`src/rtl/ram_port_arbiter_pkg.sv`:
```
// Shared types and constants for the image-RAM port arbiter.
package ram_arb_pkg;

   typedef enum logic {IDLE, LOCKED} state_t;

   localparam int REQ_VIEW   = 0;
   localparam int REQ_ENGINE = 1;
   localparam int REQ_LOAD   = 2;

   // Requester index width; never narrower than one bit.
   function automatic int idx_w(input int n);
      return (n <= 2) ? 1 : $clog2(n);
   endfunction

endpackage

```
`src/rtl/ram_port_arbiter_if.sv`:
```
// Requester-side bundle of the RAM port arbiter: request/lock/write in, grant/read return out.
interface ram_port_arbiter_if #(
   parameter int N_REQ  = 3,
   parameter int ADDR_W = 16,
   parameter int DATA_W = 32
);
   logic [N_REQ-1:0]             req;
   logic [N_REQ-1:0]             lock;
   logic [N_REQ-1:0]             we;
   logic [N_REQ-1:0][ADDR_W-1:0] addr;
   logic [N_REQ-1:0][DATA_W-1:0] wdata;
   logic [N_REQ-1:0]             gnt;
   logic [N_REQ-1:0]             rvalid;
   logic [DATA_W-1:0]            rdata;

   modport master (output req, lock, we, addr, wdata, input gnt, rvalid, rdata);
   modport slave  (input req, lock, we, addr, wdata, output gnt, rvalid, rdata);
endinterface

```
`src/rtl/ram_port_arbiter_rr_pick.sv`:
```
// Combinational round-robin pick: first asserted request at or after ptr, wrapping.
module rr_pick #(
   parameter int N     = 3,
   parameter int IDX_W = 2
) (
   input  logic [N-1:0]     req,
   input  logic [IDX_W-1:0] ptr,
   output logic [N-1:0]     onehot,
   output logic [IDX_W-1:0] idx,
   output logic             any
);
   int j;

   always_comb begin
      onehot = '0;
      idx    = '0;
      any    = 1'b0;
      j      = 0;
      for (int i = 0; i < N; i++) begin
         j = (int'(ptr) + i) % N;
         if (!any && req[j]) begin
            any       = 1'b1;
            idx       = IDX_W'(j);
            onehot[j] = 1'b1;
         end
      end
   end
endmodule

```
`src/rtl/ram_port_arbiter.sv`:
```
// Shares one single-port image RAM among N_REQ requesters: round-robin grant,
// bounded burst lock, and tagged read-data return to the issuing requester.
module ram_port_arbiter
   import ram_arb_pkg::*;
#(
   parameter int N_REQ    = 3,
   parameter int ADDR_W   = 16,
   parameter int DATA_W   = 32,
   parameter int RD_LAT   = 1,
   parameter int MAX_LOCK = 64
) (
   input  logic              clk,
   input  logic              rst,
   ram_port_arbiter_if.slave bus,
   output logic [ADDR_W-3:0] ram_addr,
   output logic              ram_we,
   output logic [DATA_W-1:0] ram_wdata,
   input  logic [DATA_W-1:0] ram_rdata
);
   localparam int IDX_W = idx_w(N_REQ);
   localparam int CNT_W = $clog2(MAX_LOCK + 1);
   localparam logic [CNT_W-1:0] CNT_LAST = CNT_W'(MAX_LOCK - 1);

   state_t           state, state_nx;
   logic [IDX_W-1:0] ptr, ptr_nx, owner, owner_nx;
   logic [CNT_W-1:0] cnt, cnt_nx;

   logic [N_REQ-1:0] pick_oh;
   logic [IDX_W-1:0] pick_idx;
   logic             pick_any;

   logic [IDX_W-1:0] gnt_idx;
   logic             gnt_any;
   logic             rd_issue;
   logic             addr_lsb_unused;

   logic [RD_LAT-1:0] vld_p;
   logic [IDX_W-1:0]  tag_p [RD_LAT];

   rr_pick #(.N(N_REQ), .IDX_W(IDX_W)) u_pick (
      .req    (bus.req),
      .ptr    (ptr),
      .onehot (pick_oh),
      .idx    (pick_idx),
      .any    (pick_any)
   );

   always_ff @(posedge clk) begin
      if (rst) begin
         state <= IDLE;
         ptr   <= '0;
         owner <= '0;
         cnt   <= '0;
      end else begin
         state <= state_nx;
         ptr   <= ptr_nx;
         owner <= owner_nx;
         cnt   <= cnt_nx;
      end
   end

   // Grant and next state; reset masks every grant so nothing reaches the RAM.
   always_comb begin
      state_nx = state;
      ptr_nx   = ptr;
      owner_nx = owner;
      cnt_nx   = cnt;
      gnt_any  = 1'b0;
      gnt_idx  = owner;
      bus.gnt  = '0;
      if (!rst) begin
         case (state)
            IDLE: begin
               if (pick_any) begin
                  gnt_any = 1'b1;
                  gnt_idx = pick_idx;
                  bus.gnt = pick_oh;
                  ptr_nx  = (pick_idx == IDX_W'(N_REQ - 1)) ? '0 : pick_idx + IDX_W'(1);
                  if (bus.lock[pick_idx] && MAX_LOCK > 1) begin
                     state_nx = LOCKED;
                     owner_nx = pick_idx;
                     cnt_nx   = CNT_W'(1);
                  end
               end
            end
            LOCKED: begin
               if (bus.req[owner]) begin
                  gnt_any          = 1'b1;
                  bus.gnt[owner]   = 1'b1;
                  if (!bus.lock[owner] || cnt >= CNT_LAST) begin
                     state_nx = IDLE;
                     cnt_nx   = '0;
                  end else begin
                     cnt_nx = cnt + CNT_W'(1);
                  end
               end else begin
                  state_nx = IDLE;
                  cnt_nx   = '0;
               end
            end
            default: state_nx = IDLE;
         endcase
      end
   end

   always_comb begin
      ram_we          = gnt_any & bus.we[gnt_idx];
      ram_addr        = gnt_any ? bus.addr[gnt_idx][ADDR_W-1:2] : '0;
      ram_wdata       = gnt_any ? bus.wdata[gnt_idx] : '0;
      rd_issue        = gnt_any & ~bus.we[gnt_idx];
      addr_lsb_unused = ^bus.addr[gnt_idx][1:0];
   end

   // Read-tag pipeline p0..p(RD_LAT-1); tail lines up with ram_rdata.
   always_ff @(posedge clk) begin
      if (rst) begin
         vld_p <= '0;
      end else begin
         vld_p[0] <= rd_issue;
         for (int i = 1; i < RD_LAT; i++) vld_p[i] <= vld_p[i-1];
      end
   end

   always_ff @(posedge clk) begin
      tag_p[0] <= gnt_idx;
      for (int i = 1; i < RD_LAT; i++) tag_p[i] <= tag_p[i-1];
   end

   always_comb begin
      bus.rvalid = '0;
      if (vld_p[RD_LAT-1] && !rst) bus.rvalid[tag_p[RD_LAT-1]] = 1'b1;
      bus.rdata = ram_rdata;
   end
endmodule

```
`src/flat_wrapper.sv`:
```
// flat-port wrapper written by rule: the top's interface ports become plain ports
module ram_port_arbiter_flat import ram_arb_pkg::*;
#(
   parameter int N_REQ    = 3,
   parameter int ADDR_W   = 16,
   parameter int DATA_W   = 32,
   parameter int RD_LAT   = 1,
   parameter int MAX_LOCK = 64
)
  (clk, rst, ram_addr, ram_we, ram_wdata, ram_rdata, bus_req, bus_lock, bus_we, bus_addr, bus_wdata, bus_gnt, bus_rvalid, bus_rdata);
  ram_port_arbiter_if #(.N_REQ(N_REQ), .ADDR_W(ADDR_W), .DATA_W(DATA_W)) bus_i ();
  input  logic clk;
  input  logic rst;
  output logic [ADDR_W-3:0] ram_addr;
  output logic ram_we;
  output logic [DATA_W-1:0] ram_wdata;
  input  logic [DATA_W-1:0] ram_rdata;
  input wire logic [$bits(bus_i.req)-1:0] bus_req;
  input wire logic [$bits(bus_i.lock)-1:0] bus_lock;
  input wire logic [$bits(bus_i.we)-1:0] bus_we;
  input wire logic [$bits(bus_i.addr)-1:0] bus_addr;
  input wire logic [$bits(bus_i.wdata)-1:0] bus_wdata;
  output wire logic [$bits(bus_i.gnt)-1:0] bus_gnt;
  output wire logic [$bits(bus_i.rvalid)-1:0] bus_rvalid;
  output wire logic [$bits(bus_i.rdata)-1:0] bus_rdata;
  assign bus_i.req = bus_req;
  assign bus_i.lock = bus_lock;
  assign bus_i.we = bus_we;
  assign bus_i.addr = bus_addr;
  assign bus_i.wdata = bus_wdata;
  assign bus_gnt = bus_i.gnt;
  assign bus_rvalid = bus_i.rvalid;
  assign bus_rdata = bus_i.rdata;
  ram_port_arbiter #(.N_REQ(N_REQ), .ADDR_W(ADDR_W), .DATA_W(DATA_W), .RD_LAT(RD_LAT), .MAX_LOCK(MAX_LOCK)) u_core (.clk(clk), .rst(rst), .bus(bus_i), .ram_addr(ram_addr), .ram_we(ram_we), .ram_wdata(ram_wdata), .ram_rdata(ram_rdata));
endmodule
```
`config.mk`:
```
export PLATFORM = sky130hd
export DESIGN_NAME = ram_port_arbiter_flat
export DESIGN_NICKNAME = d
export VERILOG_FILES = /design/src/rtl/ram_port_arbiter_pkg.sv /design/src/rtl/ram_port_arbiter_if.sv /design/src/rtl/ram_port_arbiter_rr_pick.sv /design/src/rtl/ram_port_arbiter.sv /design/src/flat_wrapper.sv
export SDC_FILE = /design/constraint.sdc
export NUM_CORES = 1
export LEC_CHECK = 0
export CORE_AREA = 2 2 105 107
export CTS_CLUSTER_SIZE = 30
export DETAILED_ROUTE_END_ITERATION = 8
export DIE_AREA = 0 0 107 109
export PLACE_DENSITY = 0.72
export SKIP_CTS_REPAIR_TIMING = 1
export SYNTH_ARGS = -nofsm -noshare
export SYNTH_HDL_FRONTEND = slang
export SYNTH_HIERARCHICAL = 1
export SYNTH_SLANG_ARGS = --single-unit
```
`constraint.sdc`:
```
create_clock -name clk -period 4.36 [get_ports clk]
set_input_delay 0.872 -clock clk [delete_from_list [all_inputs] [get_ports clk]]
set_output_delay 0.872 -clock clk [all_outputs]
set_load 0.01 [all_outputs]
```
==> impl_summary.log, run 1 <==
[metrics] result of the run: finished clean
[metrics] number of levels the H-tree was split into: 1
[metrics] worst voltage drop across the vdd grid: 0.000178 V
[metrics] number of enable-type register cells in the synthesized netlist: 0
[metrics] fraction of synthesized cell area taken by the top area cell type: 19.8%
[metrics] metal1 wirelength: between 4000 and 5000 um
[metrics] Netlist Area Pre-Place: between 2000 and 3000 um2
[metrics] worst skew pair latency: 250 ps
[metrics] total count of hold-check failures in the final report: 0
[metrics] reg2reg setup slack: 1350 ps
[metrics] unrepaired setup endpoints after global routing: no
[metrics] Fin Setup TNS: 0 ps
[metrics] starting utilization of the core area: 24.6%
[metrics] overall die area: roughly 12000 um2
[metrics] remaining antenna violation count after routing: 0
[metrics] Cells after Synth: around 340
[metrics] async set or reset register ratio after synthesis: 0%
[metrics] met2 wire length: 5990 um
[metrics] startpoint kind of the worst setup timing path: input port
[metrics] post-DR wirelength/cell: 16.6 um
[metrics] Highest Clock Rate: 236 MHz
[metrics] critical setup path kind: in -> out
[metrics] final clock skew: around 2.6 ps
[metrics] number of distinct library cells after synthesis: 52
[metrics] element type at the critical path end: output port
[metrics] total number of vias: ~3200
[metrics] leading cell types by count after synthesis: 56 x nor2_1, 46 x a22oi_1, 46 x mux2_2
[metrics] wire length of the first global-routing pass: 16000 um
[metrics] Min Hold Slack: around 460 ps
[metrics] primary flip-flop cell chosen by synthesis mapping: dfxtp_1
[metrics] number of fill cells: 1026
[metrics] number of sinks on the clock net: 15
[metrics] library cell occupying the most area in the post-synthesis netlist: mux2_2
[metrics] leakage dissipation: 2.52 nW
[metrics] slew of the pin with the lowest slew margin: a little under 600 ps
[metrics] initial DRC count: 133
[metrics] most numerous cell in the Yosys netlist: nor2_1
[metrics] last weighted congestion value of the routability-driven placer: 0.875
[metrics] storage element area: 303 um2
[metrics] fraction of the yosys area taken by sequential cells: 11.5%
[metrics] post-layout power: 2.40 mW
[metrics] synthesized area per cell: 7.74 um2
[metrics] Via-to-Cell Ratio: 4.88
[metrics] number of input and output port buffers inserted: about 200
[metrics] maximum number of buffers from clock root to sink: 2
[metrics] worst slew margin relative to its limit: 60.4%
[metrics] multi-input gate area in the final layout: 1930 um2
[metrics] worst endpoint required time: 3490 ps
[metrics] first drt pass iteration count: 5
[metrics] area of the placeable core: 10600 um2
[metrics] half-perimeter wire length after placement: about 8800 um
[metrics] final count of negative-setup-slack endpoints: 0
[metrics] origin of the critical flop-to-flop path: u_core/ptr[1]
[metrics] number of core rows: 38
[metrics] initial antenna violation count: 0
[metrics] DIE HEIGHT: about 110 um
[metrics] routed wire length: 11000 um
[metrics] depth of the most critical reg-to-reg path: 12
[metrics] Ports: 272
[metrics] final max-slew violation count: 0
[metrics] YS warnings: 6
[metrics] final worst-path cycle share: about 97%
[metrics] class of the most critical hold timing path: reg -> reg
[metrics] clk slew on worst S/H paths: 70 ps
[metrics] # Max-Cap Violations: 0
[metrics] met3 wire length: 743 um
[metrics] top routing layer in use: met4
[metrics] total inserted antenna cells: 0
[metrics] number of buffers created by CTS: 3
[metrics] largest driver fanout on the critical path: 10
[metrics] timing endpoint of the critical path: ram_addr[8]
[metrics] share of layout cells above drive strength 1: 21.1%
[metrics] ranking of synthesized cells by area: mux2_2 20%, a22oi_1 13%, dfxtp_1 12%
[metrics] x dimension of the die: 107 um
[metrics] combined global-route utilization of all metal layers: 16.8%
[metrics] worst r2r dst: u_core/cnt[4]
[metrics] time the worst path needs with I/O delays and setup: 4230 ps
[metrics] leftover overflow at the end of global routing: 0
[metrics] number of global-route vias before repair: ~3300
[metrics] number of nets produced by synthesis: 529
[metrics] DRC violation count after routing: 0
[metrics] clock root buffer: clkbuf_8
[metrics] post-synthesis sequential element count: 15
[metrics] CTS tree: built
[metrics] endpoint arrival time on the critical path: 3360 ps
[metrics] power per unit of standard cell area: 479 nW/um2
[metrics] largest net degree at the start of global routing: 30
[metrics] Worst setup startpoint: bus_req[1]
[metrics] Layout Nets: 714
[metrics] relative area change from synthesis to final layout: 92.1%
==> worst max-delay path, cell delays in order <==
cell             delay, ps
clkbuf_2               130
a22o_2                 270
a211oi_2               190
o21bai_1               120
nor3b_4                170
mux2_4                 400
buf_12                 180
mux2_2                 260
a22oi_1                180
nor2_1                  60
clkdlybuf4s50_1        500
==> metal layers <==
layer  vias up  GRT usage, %
met5         -             0
met4         0          2.88
met3         8          3.89
met2       138          31.8
met1      1512          19.6
li1       1568             -
==> how the worst min path moves through the flow <==
stage                   from             to  slack (ps)  cells past startpoint
3_5_place_dp   u_core/cnt[6]  u_core/cnt[6]         450                      1
2_1_floorplan  u_core/cnt[6]  u_core/cnt[6]         430                      1
4_1_cts        u_core/cnt[6]  u_core/cnt[6]         470                      1
5_1_grt        u_core/cnt[6]  u_core/cnt[6]         490                      1
6_report       u_core/cnt[6]  u_core/cnt[6]         460                      1
3_3_place_gp   u_core/cnt[6]  u_core/cnt[6]         440                      1
==> cell usage in the layout, fill, tap and decap left out, types with 3 or more instances in the layout <==
master           synthesis  routed
clkbuf_2                 0       3
mux2i_1                  7       6
nand2b_1                 4       3
nand3b_1                 4       4
clkbuf_8                 1       3
a21o_1                   3       3
nor2b_1                  3       3
inv_1                    7       7
nor4b_1                  3       3
o21ai_0                  6       6
mux2i_4                  2       3
dfxtp_1                 15      13
nor4bb_1                 3       3
a21oi_1                 14      14
nand2_1                 14      14
nand3_1                  5       5
buf_6                    4       4
clkdlybuf4s50_1          0     157
dlymetal6s2s_1           0      41
buf_12                   1       7
buf_4                   33      26
a22oi_1                 46      45
nor2_1                  56      55
mux2_2                  46      46
==> report_power, final <==
group | internal [mW] | switching (mW) | leakage (nW)
combinational | 1.14 | 0.925 | 2.38
sequential | 0.172 | 0.0515 | 0.123
clock | 0.0643 | 0.0544 | 0.0217
total | 1.37 | 1.03 | 2.52
==> area by class of cell <==
class                           count  share of cell area (%)
Timing Repair Buffer              240                    50.4
Clock inverter                      1                   0.150
Multi-Input combinational cell    255                    38.5
Clock buffer                        3                   0.823
Sequential cell                    15                    6.04
Tap cell                          140                    3.49
Inverter                            7                   0.524
==> metrics by stage <==
| step | std cells | util [%] | worst slack [ps] | cell area [um2] |
|---|---|---|---|---|
| after floorplan | 337 | - | 732 | 2610 |
| after global placement | 652 | 44.6 | -365 | 4730 |
| after detailed placement | 652 | 44.6 | -413 | 4730 |
| after CTS | 656 | 45.1 | -427 | 4780 |
| after global routing | 661 | 47.3 | 2.72 | 5010 |
| final | 661 | 47.3 | 129 | 5010 |
==> kinds of logic after synthesis <==
kind of cell	after synthesis	share of synthesized area, %
muxes	56	24.8
and+or+nand+nor	103	19.3
xor gates and xnor gates	2	0.671
adders and majority gates	5	2.40
AOI/OAI and AO/OA	89	24.2
DFF	15	11.5
buffers and inverters	67	17.1
==> flip-flops by register name (all words and copies together), names as in the netlist <==
signal,count
u_core/owner,2
u_core/tag_p,2
u_core/ptr,2
u_core/cnt,7
u_core/state,1
u_core/vld_p,1
Power figures use the tool's default switching activity.
==> run 2, diff against run 1 <==
GPL_ROUTABILITY_DRIVEN = 0   (was not set)
==> results of run 2 <==
The final DEF is identical to that of run 1; final timing and power are the same.
